[src/rtl/keypad_pkg.sv]
// Shared types and helpers for the 4x4 keypad scanner.
package keypad_pkg;

  typedef enum logic [1:0] {
    SCAN     = 2'd0,
    DEBOUNCE = 2'd1,
    PRESS    = 2'd2,
    RELEASE  = 2'd3
  } kp_state_t;

  localparam int          KEY_W    = 4;
  localparam logic [3:0]  COL_IDLE = 4'b1110;

  // Lowest-numbered active-low row wins.
  function automatic logic [1:0] row_prio(input logic [3:0] row_n);
    logic [1:0] idx;
    idx = 2'd3;
    if (!row_n[2]) idx = 2'd2;
    if (!row_n[1]) idx = 2'd1;
    if (!row_n[0]) idx = 2'd0;
    return idx;
  endfunction

endpackage

[src/rtl/kp_tick_div.sv]
// Free-running prescaler: one-cycle tick every 2^SCAN_DIV_W clocks.
module kp_tick_div #(
  parameter int SCAN_DIV_W = 15
) (
  input  logic clk,
  input  logic rstn,
  output logic tick
);

  logic [SCAN_DIV_W-1:0] div_cnt;

  always_ff @(posedge clk or negedge rstn) begin
    if (!rstn) div_cnt <= '0;
    else       div_cnt <= div_cnt + 1'b1;
  end

  assign tick = &div_cnt;

endmodule

[src/rtl/keypad4x4_scan.sv]
// 4x4 active-low matrix keypad scanner with debounce and valid/ack key delivery.
// Define KEYPAD_DIGITBUF_EN to build the 8-digit key history on o_digits.
module keypad4x4_scan
  import keypad_pkg::*;
#(
  parameter int SCAN_DIV_W     = 15,
  parameter int DEBOUNCE_TICKS = 4
) (
  input  logic             clk,
  input  logic             rstn,
  input  logic [3:0]       i_row,
  output logic [3:0]       o_col,
  output logic [KEY_W-1:0] key_code,
  output logic             key_valid,
  input  logic             key_ack,
  output logic [31:0]      o_digits
);

  localparam logic [3:0] DT_C = 4'(DEBOUNCE_TICKS);

  logic             tick;
  logic [3:0]       row_p0, row_p1;
  kp_state_t        state, state_nxt;
  logic [1:0]       col_idx, col_nxt;
  logic [1:0]       row_idx, row_nxt;
  logic [3:0]       cnt, cnt_nxt, cnt_inc;
  logic [KEY_W-1:0] key_code_nxt;
  logic             key_valid_nxt;

  kp_tick_div #(.SCAN_DIV_W(SCAN_DIV_W)) u_tick_div (
    .clk  (clk),
    .rstn (rstn),
    .tick (tick)
  );

  // Stage p0/p1: two-flop synchronizer for the asynchronous rows
  always_ff @(posedge clk or negedge rstn) begin
    if (!rstn) begin
      row_p0 <= 4'hF;
      row_p1 <= 4'hF;
    end else begin
      row_p0 <= i_row;
      row_p1 <= row_p0;
    end
  end

  always_ff @(posedge clk or negedge rstn) begin
    if (!rstn) begin
      state     <= SCAN;
      col_idx   <= 2'd0;
      row_idx   <= 2'd0;
      cnt       <= 4'd0;
      key_code  <= '0;
      key_valid <= 1'b0;
      o_col     <= COL_IDLE;
    end else begin
      state     <= state_nxt;
      col_idx   <= col_nxt;
      row_idx   <= row_nxt;
      cnt       <= cnt_nxt;
      key_code  <= key_code_nxt;
      key_valid <= key_valid_nxt;
      o_col     <= ~(4'b0001 << col_nxt);
    end
  end

  always_comb begin
    state_nxt     = state;
    col_nxt       = col_idx;
    row_nxt       = row_idx;
    cnt_nxt       = cnt;
    key_code_nxt  = key_code;
    key_valid_nxt = key_valid;
    cnt_inc       = (cnt >= DT_C) ? DT_C : cnt + 4'd1;
    case (state)
      SCAN: begin
        if (tick) begin
          if (row_p1 != 4'hF) begin
            row_nxt = row_prio(row_p1);
            cnt_nxt = 4'd1;
            if (DT_C == 4'd1) begin
              key_code_nxt  = {row_prio(row_p1), col_idx};
              key_valid_nxt = 1'b1;
              state_nxt     = PRESS;
            end else begin
              state_nxt = DEBOUNCE;
            end
          end else begin
            col_nxt = col_idx + 2'd1;
          end
        end
      end
      DEBOUNCE: begin
        if (tick) begin
          if (!row_p1[row_idx]) begin
            cnt_nxt = cnt_inc;
            if (cnt_inc == DT_C) begin
              key_code_nxt  = {row_idx, col_idx};
              key_valid_nxt = 1'b1;
              state_nxt     = PRESS;
            end
          end else begin
            cnt_nxt   = 4'd0;
            col_nxt   = col_idx + 2'd1;
            state_nxt = SCAN;
          end
        end
      end
      PRESS: begin
        // Key stays latched even if released; only the consumer clears it.
        if (key_valid && key_ack) begin
          key_valid_nxt = 1'b0;
          cnt_nxt       = 4'd0;
          state_nxt     = RELEASE;
        end
      end
      RELEASE: begin
        if (tick) begin
          if (row_p1[row_idx]) begin
            cnt_nxt = cnt_inc;
            if (cnt_inc == DT_C) begin
              cnt_nxt   = 4'd0;
              col_nxt   = col_idx + 2'd1;
              state_nxt = SCAN;
            end
          end else begin
            cnt_nxt = 4'd0;
          end
        end
      end
      default: state_nxt = SCAN;
    endcase
  end

`ifdef KEYPAD_DIGITBUF_EN
  logic        key_push;
  logic [31:0] digits;

  assign key_push = key_valid_nxt & ~key_valid;

  always_ff @(posedge clk or negedge rstn) begin
    if (!rstn)         digits <= 32'h0;
    else if (key_push) digits <= {digits[27:0], key_code_nxt};
  end

  assign o_digits = digits;
`else
  assign o_digits = 32'h0;
`endif

endmodule

[config.mk]
export PLATFORM = sky130hd
export DESIGN_NAME = keypad4x4_scan
export DESIGN_NICKNAME = d
export VERILOG_FILES = /design/src/rtl/keypad_pkg.sv /design/src/rtl/kp_tick_div.sv /design/src/rtl/keypad4x4_scan.sv
export SDC_FILE = /design/constraint.sdc
export NUM_CORES = 1
export LEC_CHECK = 0
export ABC_AREA = 1
export CORE_MARGIN = 10
export CORE_UTILIZATION = 55
export CTS_BUF_LIST = sky130_fd_sc_hd__clkbuf_16
export DETAILED_ROUTE_END_ITERATION = 8
export PLACE_DENSITY = 0.9
export SYNTH_ARGS = -nofsm -noshare
export SYNTH_HDL_FRONTEND = slang
export SYNTH_SLANG_ARGS = --single-unit
[constraint.sdc]
create_clock -name clk -period 2.7 [get_ports clk]
set_input_delay 0.405 -clock clk [delete_from_list [all_inputs] [get_ports clk]]
set_output_delay 0.405 -clock clk [all_outputs]
set_load 0.02 [all_outputs]
==> summary.md, run 1 <==
| Metric | Value |
|---|---|
| Outcome | `complete, no violations` |
| Final Setup Violations | `0` |
| Netlist area before placement | `2292 µm²` |
| Nets | `~290` |
| Total routed wirelength | `4156 µm` |
| Proportion of total power due to net switching | `0.2187` |
| Layer with the highest usage after global routing | `met2` |
| Synthesis warning total | `0` |
| Required @ worst endpoint | `around 2300 ps` |
| Count of unresolved DRC violations after routing | `0` |
| MaxCap Viol Count | `0` |
| Area overhead of the layout relative to synthesis | `11.08%` |
| Kind of start point of the critical path | `flop` |
| Clock tree from TritonCTS | `yes` |
| Arrival time of data at the critical path endpoint | `about 1400 ps` |
| Synth Area in Compound Gates | `0.04694` |
| Post-layout minimum cycle time | `1800 ps` |
| 1st-iter DRT viols | `about 120` |
| Max stage delay cell, worst path | `sky130_fd_sc_hd__clkdlybuf4s50_1` |
| Synthesized area per cell | `8.749 µm²` |
| Clock group share of total power | `0.484` |
| Largest family of logic cells by synthesized area | `simple AND/OR/NAND/NOR gates` |
| CTS root buf | `sky130_fd_sc_hd__clkbuf_16` |
| Least setup slack across all paths after layout | `between 900 and 1000 ps` |
| Crit-path cells | `clkdlybuf4s50_1` |
| Min-delay worst type | `in -> async` |
| Total congestion overflow | `0` |
| Drt first pass iters | `4` |
| Leading post-synthesis cells by cell area | `sky130_fd_sc_hd__dfrtp_1 34%, sky130_fd_sc_hd__dfstp_2 13%, sky130_fd_sc_hd__nand2_1 11%` |
| Core area | `between 4000 and 5000 µm²` |
| Global routing met1 resource utilization | `0.1347` |
| Post CTS Setup Buffer Count | `0` |
| Final estimated routing congestion in global placement | `0.8911` |
| Area share of the leading cell type in the synthesized netlist | `0.3384` |
| Largest vdd supply drop | `0.0005442 V` |
| Sequential fraction of design power | `0.463` |
| Global-route track usage on met2 | `0.2169` |
| Full die area | `7150 µm²` |
| Die Height | `between 80 and 90 µm` |
| Setup slack, reg-to-reg | `between 900 and 1000 ps` |
| Antenna violations before repair | `0` |
| Leading area contributor after synthesis | `sky130_fd_sc_hd__dfrtp_1` |
| Number of buffer and inverter instances along the worst setup path | `1` |
| Number of global-route vias before repair | `1,692` |
| Mux contribution to synthesized area | `0` |
| Start of the worst register-to-register path | `u_tick_div.div_cnt[0]` |
| Number of enable-type register cells in the synthesized netlist | `0` |
| Initial core utilization | `0.5689` |
| Capturing point of the worst reg2reg path | `o_col[0]` |
| Hpwl dp | `3119 µm` |
| Number of gates resized after CTS | `0` |
| Routed via count | `1,616` |
| Number of fillers in the final layout | `329` |
| PwrDens | `around 550 nW/µm²` |
| Post-synthesis cell type count | `29` |
| Proportion of synthesized chip area in sequential cells | `0.4645` |
| Fraction of registers with async set/reset | `1.000` |
| Final clock skew | `6.025 ps` |
| Share of power burned in combinational logic | `0.053` |
| Number of synthesized register bits | `42` |
| Chip width | `around 85 µm` |
| Fraction of final layout cells with drive strength greater than 1 | `0.1408` |
| Worst-case reg-to-reg path depth | `10` |
| Area share of and/or/nand/nor cells after synthesis | `0.2833` |
| Number of cells produced by synthesis | `~260` |
| Maximum achievable frequency | `0.5557 GHz` |
| Met3 track demand over resource in global routing | `0.05121` |
| Final hold slack | `~250 ps` |
| Number of clock sinks | `42` |
| Dominant delay contributor by cell family on the critical path | `buffers and inverters` |
| Quantity of I/O buffers inserted on ports | `15` |
| Maximum level of the CTS H-tree | `2` |
| Actual transition at the worst max-transition pin | `896.5 ps` |
| Clock slew at the register clock pins of the worst setup and hold paths | `60 ps` |
| Internal Pwr Total | `1.086 mW` |
| GRT Resource Usage Total | `0.1254` |
| Final antenna diode count | `0` |
| Remaining antenna violation count | `0` |
| Number of rows in the core area | `23` |
| Routed wire per std cell | `12.44 µm` |
| Leading register cell type out of synthesis | `sky130_fd_sc_hd__dfrtp_1` |
| Post-Synth XOR/XNOR Area | `0.04203` |
| Global-route wire length before repair | `approximately 7500 µm` |
| Post-placement worst setup slack | `959.8 ps` |
| Number of buffers on the longest clock path | `2` |
| Worst rel slew slack | `0.4024` |
| Final hold violation count | `0` |
| Adder and majority gate portion of the synthesized area | `0.01092` |
| Total clock buffers created by CTS | `5` |
| Lkg Pwr | `1.244 nW` |
| Total of hold buffers inserted after clock tree synthesis | `0` |
| Net load switching power | `0.3040 mW` |
| Post-route clock period utilization | `0.6665` |
| Slowest stage delay, CP | `600 ps` |
| Per-cell via count in the routed design | `4.838` |
| Critical Path Sink Type | `primary output` |
| Io pins | `48` |
| Type of the worst setup path | `reg -> out` |
| Skew-Pair Late Insertion Delay | `290 ps` |
| Pin count of the biggest net entering global routing | `43` |
| Unrepaired setup endpoints after global routing | `false` |
| Setup total negative slack | `0 ps` |
| Largest driver fanout on the critical path | `1` |
| Fin. max-slew vios | `0` |
==> layer usage <==
metal,part of all wire,vias to the layer above,wire length [µm]
met2,0.50,54,2076
met3,0.081,6,338
met1,0.41,749,1694
met4,0.011,0,47
met5,0,-,0
li1,-,807,-
==> flip-flops by register name, summed over array words and instances, names as in the netlist, named ones only <==
name,count
key_code,4
u_tick_div.div_cnt,15
state,1
row_idx,2
row_p1,4
o_col,4
row_p0,4
cnt,4
key_valid,1
col_idx,2
==> per-stage QoR <==
stage / utilization / cells / power (mW) / instance area [µm²]
2_1_floorplan: - / 293 / 0.7375 / 2409
3_3_place_gp: 0.5898 / 326 / 0.7241 / 2376
3_5_place_dp: 0.5898 / 326 / 0.7255 / 2376
4_1_cts: 0.6320 / 334 / 1.403 / 2546
6_report: 0.6320 / 334 / 1.390 / 2546
5_1_grt: 0.6320 / 334 / 1.447 / 2546
==> layout make-up <==
| cell class | count | area [µm²] | area share |
|---|---|---|---|
| flip-flops and latches | 42 | 1065 | 0.4182 |
| repair buffers | 15 | 145.1 | 0.05700 |
| well taps | 50 | 62.56 | 0.02457 |
| inverters | 28 | 105.1 | 0.04128 |
| multi-input cells | 191 | 998.5 | 0.3921 |
| clock buffers | 5 | 125.1 | 0.04914 |
| clock inverters | 3 | 45.04 | 0.01769 |
==> power groups by stage <==
stage / Clock [mW] / Combinational (mW) / Sequential, mW
after CTS: 0.688 / 0.0715 / 0.644
after floorplan: 0 / 0.0837 / 0.654
final: 0.673 / 0.0732 / 0.644
after detailed placement: 0 / 0.0709 / 0.655
after global placement: 0 / 0.0701 / 0.654
after global routing: 0.721 / 0.0818 / 0.644
==> Yosys cell counts (2+ instances only) <==
cell type	number
sky130_fd_sc_hd__nand2_1	68
sky130_fd_sc_hd__buf_4	32
sky130_fd_sc_hd__dfrtp_1	31
sky130_fd_sc_hd__inv_1	27
sky130_fd_sc_hd__nand3_1	18
sky130_fd_sc_hd__nor2_1	16
sky130_fd_sc_hd__dfstp_2	11
sky130_fd_sc_hd__xor2_1	7
sky130_fd_sc_hd__nand4_1	6
sky130_fd_sc_hd__o21ai_0	6
sky130_fd_sc_hd__o21ai_1	6
sky130_fd_sc_hd__nand3_2	4
sky130_fd_sc_hd__xnor2_1	4
sky130_fd_sc_hd__a21oi_1	3
sky130_fd_sc_hd__nand2_2	3
sky130_fd_sc_hd__nor2_2	3
sky130_fd_sc_hd__nor2_4	3
sky130_fd_sc_hd__ha_1	2
sky130_fd_sc_hd__nor2_8	2
==> placed cells by master, fill, tap and decap left out <==
cell,instances
sky130_fd_sc_hd__nor3_2,1
sky130_fd_sc_hd__nand4_1,6
sky130_fd_sc_hd__o21ai_1,6
sky130_fd_sc_hd__and2_1,1
sky130_fd_sc_hd__bufinv_16,1
sky130_fd_sc_hd__a21oi_1,3
sky130_fd_sc_hd__dfstp_2,11
sky130_fd_sc_hd__inv_2,1
sky130_fd_sc_hd__conb_1,32
sky130_fd_sc_hd__xor2_1,7
sky130_fd_sc_hd__nor3_4,1
sky130_fd_sc_hd__nor2_1,16
sky130_fd_sc_hd__nand3_2,4
sky130_fd_sc_hd__nand2_1,68
sky130_fd_sc_hd__dfrtp_1,31
sky130_fd_sc_hd__nor2_4,3
sky130_fd_sc_hd__clkdlybuf4s50_1,14
sky130_fd_sc_hd__nand2_2,3
sky130_fd_sc_hd__nor2_2,3
sky130_fd_sc_hd__clkinvlp_4,2
sky130_fd_sc_hd__o21ai_0,6
sky130_fd_sc_hd__nand3_4,1
sky130_fd_sc_hd__a32o_1,1
sky130_fd_sc_hd__a31oi_1,1
sky130_fd_sc_hd__inv_1,27
sky130_fd_sc_hd__xnor2_1,4
sky130_fd_sc_hd__clkbuf_16,5
sky130_fd_sc_hd__nor3_1,1
sky130_fd_sc_hd__nor2_8,2
sky130_fd_sc_hd__a21oi_4,1
sky130_fd_sc_hd__ha_1,2
sky130_fd_sc_hd__buf_2,1
sky130_fd_sc_hd__nand3_1,18
==> how the worst max path moves through the flow <==
stage                                     start       end  slack, ps  cells after the start
after floorplan           u_tick_div.div_cnt[0]  o_col[0]       1130                     10
after global placement                  key_ack  state[0]       1040                      7
after detailed placement  u_tick_div.div_cnt[0]  o_col[0]        960                     10
after CTS                              o_col[2]  o_col[2]        880                      1
after global routing      u_tick_div.div_cnt[0]  o_col[0]        740                     10
final                                  o_col[2]  o_col[2]        900                      1
==> kinds of logic after synthesis <==
| logic type | count (synthesis) |
|---|---|
| AND/OR/NAND/NOR | 128 |
| buffers and inverters | 60 |
| flip-flops | 42 |
| AO/OA/AOI/OAI | 18 |
| XOR/XNOR | 11 |
| adder cells (fa/ha/maj) | 2 |
| other | 1 |
==> worst register-to-register path: cells and delay by family (launching register included) <==
kind	cells	cell delay, ps
flip-flops	1	390
AND/OR/NAND/NOR	9	1050
adder cells (fa/ha/maj)	1	230
Note: power is estimated with default switching activity, not from simulation.
==> inputs of run 2 (changes only) <==
--- a/config.mk
+++ b/config.mk
@@ -7,10 +7,10 @@
 export LEC_CHECK = 0
 export ABC_AREA = 1
 export CORE_MARGIN = 10
-export CORE_UTILIZATION = 55
+export CORE_UTILIZATION = 51
 export CTS_BUF_LIST = sky130_fd_sc_hd__clkbuf_16
 export DETAILED_ROUTE_END_ITERATION = 8
-export PLACE_DENSITY = 0.9
+export PLACE_DENSITY = 0.85
 export SYNTH_ARGS = -nofsm -noshare
 export SYNTH_HDL_FRONTEND = slang
 export SYNTH_SLANG_ARGS = --single-unit
==> constraint.sdc (replaced) <==
create_clock -name clk -period 1.84 [get_ports clk]
set_input_delay 0.276 -clock clk [delete_from_list [all_inputs] [get_ports clk]]
set_output_delay 0.276 -clock clk [all_outputs]
set_load 0.02 [all_outputs]
==> run 2 against run 1 <==
  * Count of clock-buffer cells in the layout is the same
  * Register-to-register slack got worse by 810 ps
  * Setup slack worse by 800 ps
  * Clock skew shrank 1.6 ps
  * Critical path depth grew 9
  * Via count grew 3.3%
  * Clock power increased by 21%
  * Total power grew 34%
  * Highest routed layer unchanged
  * Non-clock buffer count increased by 8
  * Worst hold slack worse by 190 ps
==> summary.md, run 2 (synthesized netlist as in run 1, its figures left out) <==
| Metric | Value |
|---|---|
| Io pins | `between 40 and 50` |
| Antenna violations before repair | `0` |
| Largest vdd supply drop | `0.0005445 V` |
| Initial core utilization | `0.5264` |
| Core area | `between 4000 and 5000 µm²` |
| Hpwl dp | `3165 µm` |
| Slowest stage delay, CP | `380 ps` |
| Type of the worst setup path | `reg -> reg` |
| Number of global-route vias before repair | `1,661` |
| Final Setup Violations | `0` |
| Skew-Pair Late Insertion Delay | `280 ps` |
| Per-cell via count in the routed design | `4.852` |
| Setup total negative slack | `0 ps` |
| Chip width | `87.04 µm` |
| Total routed wirelength | `~4300 µm` |
| Fraction of final layout cells with drive strength greater than 1 | `0.1747` |
| Final antenna diode count | `0` |
| Unrepaired setup endpoints after global routing | `true` |
| CTS root buf | `sky130_fd_sc_hd__clkbuf_16` |
| Area overhead of the layout relative to synthesis | `13.26%` |
| Clock slew at the register clock pins of the worst setup and hold paths | `60 ps` |
| Clock tree from TritonCTS | `yes` |
| Count of unresolved DRC violations after routing | `0` |
| Drt first pass iters | `4` |
| Maximum achievable frequency | `between 0.5 and 0.6 GHz` |
| Number of buffers on the longest clock path | `2` |
| Total power after layout | `1.867 mW` |
| Max FFs per register | `15` |
| Total clock buffers created by CTS | `5` |
| Fin. max-slew vios | `0` |
| Remaining antenna violation count | `0` |
| GRT Resource Usage Total | `0.1132` |
| Crit-path cells | `ha_2, nand2_1, nor2_4, nand3_4, nor2_8, nand4_1, inv_1, nor2_1, nor2_1, nand3_1` |
| Worst rel slew slack | `0.6585` |
| Final clock skew | `4.460 ps` |
| Lkg Pwr | `1.281 nW` |
| Pin count of the biggest net entering global routing | `43` |
| Required @ worst endpoint | `2000 ps` |
| Die Height | `87.04 µm` |
| Commonest cells after routing, fill and taps aside | `66 x sky130_fd_sc_hd__nand2_1, 32 x sky130_fd_sc_hd__conb_1, 31 x sky130_fd_sc_hd__dfrtp_1, 28 x sky130_fd_sc_hd__inv_1, 17 x sky130_fd_sc_hd__nand3_1` |
| Post-layout minimum cycle time | `approximately 1700 ps` |
| Largest driver fanout on the critical path | `8` |
| Max stage delay cell, worst path | `sky130_fd_sc_hd__dfrtp_1` |
| Most frequent cell on the critical path | `sky130_fd_sc_hd__nor2_1` |
| 1st-iter DRT viols | `118` |
| PwrDens | `719.0 nW/µm²` |
| Final hold violation count | `0` |
| Register ranked first by flip-flop count | `u_tick_div.div_cnt` |
| Post-route clock period utilization | `0.9435` |
| Number of logic stages on the critical path including buffering | `10` |
| Number of buffer and inverter instances along the worst setup path | `1` |
| Maximum level of the CTS H-tree | `2` |
| Arrival time of data at the critical path endpoint | `1890 ps` |
| Final estimated routing congestion in global placement | `0.8930` |
| Critical Path Sink Type | `flop` |
| Number of rows in the core area | `24` |
| Global-route wire length before repair | `7051 µm` |
| Kind of start point of the critical path | `flop` |
| Outcome | `complete, no violations` |
| Dominant delay contributor by cell family on the critical path | `simple AND/OR/NAND/NOR gates` |
| Full die area | `around 7600 µm²` |
| Total of hold buffers inserted after clock tree synthesis | `0` |
| Most frequent standard cell in the layout excluding fill and tap cells | `sky130_fd_sc_hd__nand2_1` |
| Actual transition at the worst max-transition pin | `just over 500 ps` |
| Min-delay worst type | `in -> async` |
| Worst-case reg-to-reg path depth | `10` |
| Quantity of I/O buffers inserted on ports | `15` |
| Total congestion overflow | `0` |
| Nets | `300` |
| Routed via count | `1,669` |
| Number of clock sinks | `42` |
| MaxCap Viol Count | `0` |
| Routed wire per std cell | `12.50 µm` |
-- run 2: changes by cell type in the layout (fill, tap and decap cells not counted), moves of 2 or more --
cell                         change
sky130_fd_sc_hd__nand2_1         -2
sky130_fd_sc_hd__nand2_2         +2
sky130_fd_sc_hd__buf_4           +8
sky130_fd_sc_hd__clkinvlp_4      -2
-- run 2: area by class of cell --
cell class              count  area (µm²)
inverters                  28       105.1
flip-flops and latches     42        1065
well taps                  52       65.06
repair buffers             23       205.2
multi-input cells         191        1018
fillers                   360        1758
clock inverters             3       12.51
clock buffers               5       125.1
-- run 2: where the power goes --
part	internal, mW	switching (mW)	leakage, nW
Sequential	0.941	0.00473	0.524
Combinational	0.0164	0.0920	0.685
Clock	0.489	0.324	0.0724
-- run 2: through the flow --
step           utilization  std cells  worst slack (ps)  area, µm²  hold slack (ps)
6_report            0.5963        344             103.9       2596            57.57
5_1_grt             0.5963        344            -31.70       2596            107.0
3_5_place_dp        0.5497        330             77.58       2394            347.2
4_1_cts             0.5813        338             58.89       2531            75.47
2_1_floorplan            -        293             268.1       2409           -19.59
3_3_place_gp        0.5497        330             188.3       2394            345.5
-- run 2: layer usage --
layer	GRT usage	up-vias	wire [µm]	share of wire
li1	-	825	-	-
met1	0.1276	784	1785	0.42
met2	0.1892	53	2102	0.49
met3	0.03652	7	349	0.081
met4	0.05155	0	63	0.015
met5	0	-	0	0
-- run 2: final timing paths --
kind / from / slack (ps) / end
min reg2reg: row_p0[1] / 360 / row_p1[1]
max in group asynchronous: rstn / 1420 / o_col[3]
min in group clk: row_p0[1] / 360 / row_p1[1]
max: u_tick_div.div_cnt[1] / 100 / o_col[0]
min: rstn / 60 / u_tick_div.div_cnt[6]
max reg2reg: u_tick_div.div_cnt[1] / 100 / o_col[0]
-- run 2: timing repair --
item                       4_1_cts  5_1_grt
setup endpoints to repair        0        8
buffers inserted                 0        6
hold endpoints to repair         0        0
gates resized for setup          0        6
==> inputs of run 3 (changes only) <==
--- a/config.mk
+++ b/config.mk
@@ -10,7 +10,7 @@
 export CORE_UTILIZATION = 51
 export CTS_BUF_LIST = sky130_fd_sc_hd__clkbuf_16
 export DETAILED_ROUTE_END_ITERATION = 8
-export PLACE_DENSITY = 0.85
+export PLACE_DENSITY_LB_ADDON = 0.15
 export SYNTH_ARGS = -nofsm -noshare
 export SYNTH_HDL_FRONTEND = slang
 export SYNTH_SLANG_ARGS = --single-unit
==> run 3 against run 2 <==
  * Combinational power about the same
  * Total power increased by 0.18%
  * Sequential power about the same
  * Design area increased by 0.58%
  * Largest power group unchanged
==> summary.md, run 3 (synthesized netlist as in run 1, its figures left out) <==
| Metric | Value |
|---|---|
| Pin count of the biggest net entering global routing | `43` |
| Antenna violations before repair | `0` |
| Post-layout minimum cycle time | `about 1700 ps` |
| Clock slew at the register clock pins of the worst setup and hold paths | `60 ps` |
| Internal Pwr Total | `1.446 mW` |
| Sequential Area | `roughly 1100 µm²` |
| Count of unresolved DRC violations after routing | `0` |
| Sequential fraction of design power | `0.505` |
| Nets | `301` |
| 1st-iter DRT viols | `88` |
| Largest vdd supply drop | `around 0.00046 V` |
| Total congestion overflow | `0` |
| Core area | `around 4400 µm²` |
| Outcome | `complete, no violations` |
| Per-cell via count in the routed design | `between 4 and 5` |
| Worst rel slew slack | `0.6582` |
| Critical Path Sink Type | `flop` |
| Number of rows in the core area | `24` |
| Actual transition at the worst max-transition pin | `512.8 ps` |
| Share of power burned in combinational logic | `0.058` |
| Number of fillers in the final layout | `380` |
| Routed via count | `1,584` |
| Final Instance Area | `2611 µm²` |
| Commonest cells after routing, fill and taps aside | `67 x sky130_fd_sc_hd__nand2_1, 32 x sky130_fd_sc_hd__conb_1, 31 x sky130_fd_sc_hd__dfrtp_1, 28 x sky130_fd_sc_hd__inv_1, 17 x sky130_fd_sc_hd__nand3_1` |
| Full die area | `7576 µm²` |
| Total power after layout | `1.870 mW` |
| Drt first pass iters | `4` |
| Remaining antenna violation count | `0` |
| Kind of start point of the critical path | `flop` |
| Multi-input logic area | `about 1000 µm²` |
| Final clock skew | `about 5.4 ps` |
| Skew-Pair Late Insertion Delay | `280 ps` |
| Area overhead of the layout relative to synthesis | `13.92%` |
| Total routed wirelength | `4112 µm` |
| Final estimated routing congestion in global placement | `0.8428` |
| CTS root buf | `sky130_fd_sc_hd__clkbuf_16` |
| Most frequent standard cell in the layout excluding fill and tap cells | `sky130_fd_sc_hd__nand2_1` |
| Routed wire per std cell | `11.92 µm` |
| Final antenna diode count | `0` |
| Most frequent cell on the critical path | `sky130_fd_sc_hd__nand3_1` |
| Arrival time of data at the critical path endpoint | `around 1900 ps` |
| Chip width | `87.04 µm` |
| Proportion of total power due to net switching | `0.2265` |
| Io pins | `48` |
| Final hold violation count | `0` |
| Clock tree from TritonCTS | `yes` |
| Final Setup Violations | `0` |
| Register ranked first by flip-flop count | `u_tick_div.div_cnt` |
| Maximum level of the CTS H-tree | `2` |
| Lkg Pwr | `1.295 nW` |
| PwrDens | `716.1 nW/µm²` |
| Fraction of final layout cells with drive strength greater than 1 | `0.1741` |
| Die Height | `~87 µm` |
| Largest driver fanout on the critical path | `7` |
| Hpwl dp | `3100 µm` |
| Min-delay worst type | `in -> async` |
| GRT Resource Usage Total | `0.1093` |
| Worst-case reg-to-reg path depth | `9` |
| Setup total negative slack | `0 ps` |
| Crit-path cells | `ha_4, nand2_1, nor2_4, nand3_4, nor2_8, buf_4, nand3_1, nand4_1, nand3_1` |
| Number of buffer and inverter instances along the worst setup path | `1` |
| Max FFs per register | `15` |
| Number of clock sinks | `42` |
| Placed standard-cell area | `2394 µm²` |
| Post-route clock period utilization | `0.9245` |
| Slowest stage delay, CP | `400 ps` |
| Initial core utilization | `0.5264` |
| Number of global-route vias before repair | `1,538` |
| # placed instances | `330` |
| Number of buffers on the longest clock path | `2` |
| Total clock buffers created by CTS | `5` |
| Post-route non-filler standard cell count | `roughly 350` |
| Max stage delay cell, worst path | `sky130_fd_sc_hd__dfrtp_1` |
| Clock group share of total power | `0.437` |
| Net load switching power | `0.4235 mW` |
| Number of logic stages on the critical path including buffering | `9` |
| MaxCap Viol Count | `0` |
| Unrepaired setup endpoints after global routing | `false` |
| Type of the worst setup path | `reg -> reg` |
| Fin. max-slew vios | `0` |
| Global-route wire length before repair | `6782 µm` |
| Maximum achievable frequency | `slightly below 0.6 GHz` |
| Required @ worst endpoint | `2040 ps` |
| Dominant delay contributor by cell family on the critical path | `simple AND/OR/NAND/NOR gates` |
| Quantity of I/O buffers inserted on ports | `15` |
==> run 3: per-layer routing <==
| metal | vias up | wire, µm | global-route usage |
|---|---|---|---|
| met4 | 0 | 41 | 0.03976 |
| li1 | 821 | - | - |
| met5 | - | 0 | 0 |
| met1 | 702 | 1846 | 0.1343 |
| met2 | 55 | 1775 | 0.1719 |
| met3 | 6 | 449 | 0.03839 |
==> run 3: worst reg2reg max path: cells and delay by family, from the launching register on <==
family                     cells  cell delay [ps]
DFF                            1              400
buffers and inverters          1              140
and+or+nand+nor                7              920
adders and majority gates      1              160
==> run 3: path summary, 6_finish.rpt <==
| check | from | to | slack, ps |
|---|---|---|---|
| worst max-delay path | u_tick_div.div_cnt[0] | o_col[2] | 140 |
| min in group clk | row_p0[1] | row_p1[1] | 350 |
| max in group asynchronous | rstn | o_col[1] | 1420 |
| worst max register to register | u_tick_div.div_cnt[0] | o_col[2] | 140 |
| worst min register to register | row_p0[1] | row_p1[1] | 350 |
| worst min-delay path | rstn | u_tick_div.div_cnt[5] | 60 |
==> run 3: power by group through the flow <==
| stage | Sequential (mW) | Clock (mW) | Combinational [mW] |
|---|---|---|---|
| after global routing | 0.946 | 0.883 | 0.121 |
| after floorplan | 0.959 | 0 | 0.123 |
| after CTS | 0.945 | 0.845 | 0.106 |
| after detailed placement | 0.961 | 0 | 0.106 |
| final | 0.945 | 0.818 | 0.108 |
| after global placement | 0.960 | 0 | 0.106 |
==> run 3: area by class of cell <==
cell class,count,share of cell area
Multi-Input combinational cell,191,0.3929
Clock buffer,5,0.04792
Timing Repair Buffer,24,0.08146
Clock inverter,3,0.004792
Inverter,28,0.04025
Tap cell,52,0.02492
Sequential cell,42,0.4078
==> run 3: timing repair <==
item                                    in CTS  in global routing
endpoints found under the setup margin       0                  5
gates resized for setup                      0                  6
buffers inserted                             0                  7
hold buffers                                 0                  0
==> run 3: metrics by stage <==
step / hold WS, ps / setup WS (ps) / utilization
6_report: 56.30 / 138.8 / 0.5997
2_1_floorplan: -19.59 / 268.1 / -
5_1_grt: 101.4 / 0.6546 / 0.5997
4_1_cts: 71.52 / 112.5 / 0.5813
3_5_place_dp: 347.2 / 129.1 / 0.5497
3_3_place_gp: 345.4 / 163.6 / 0.5497
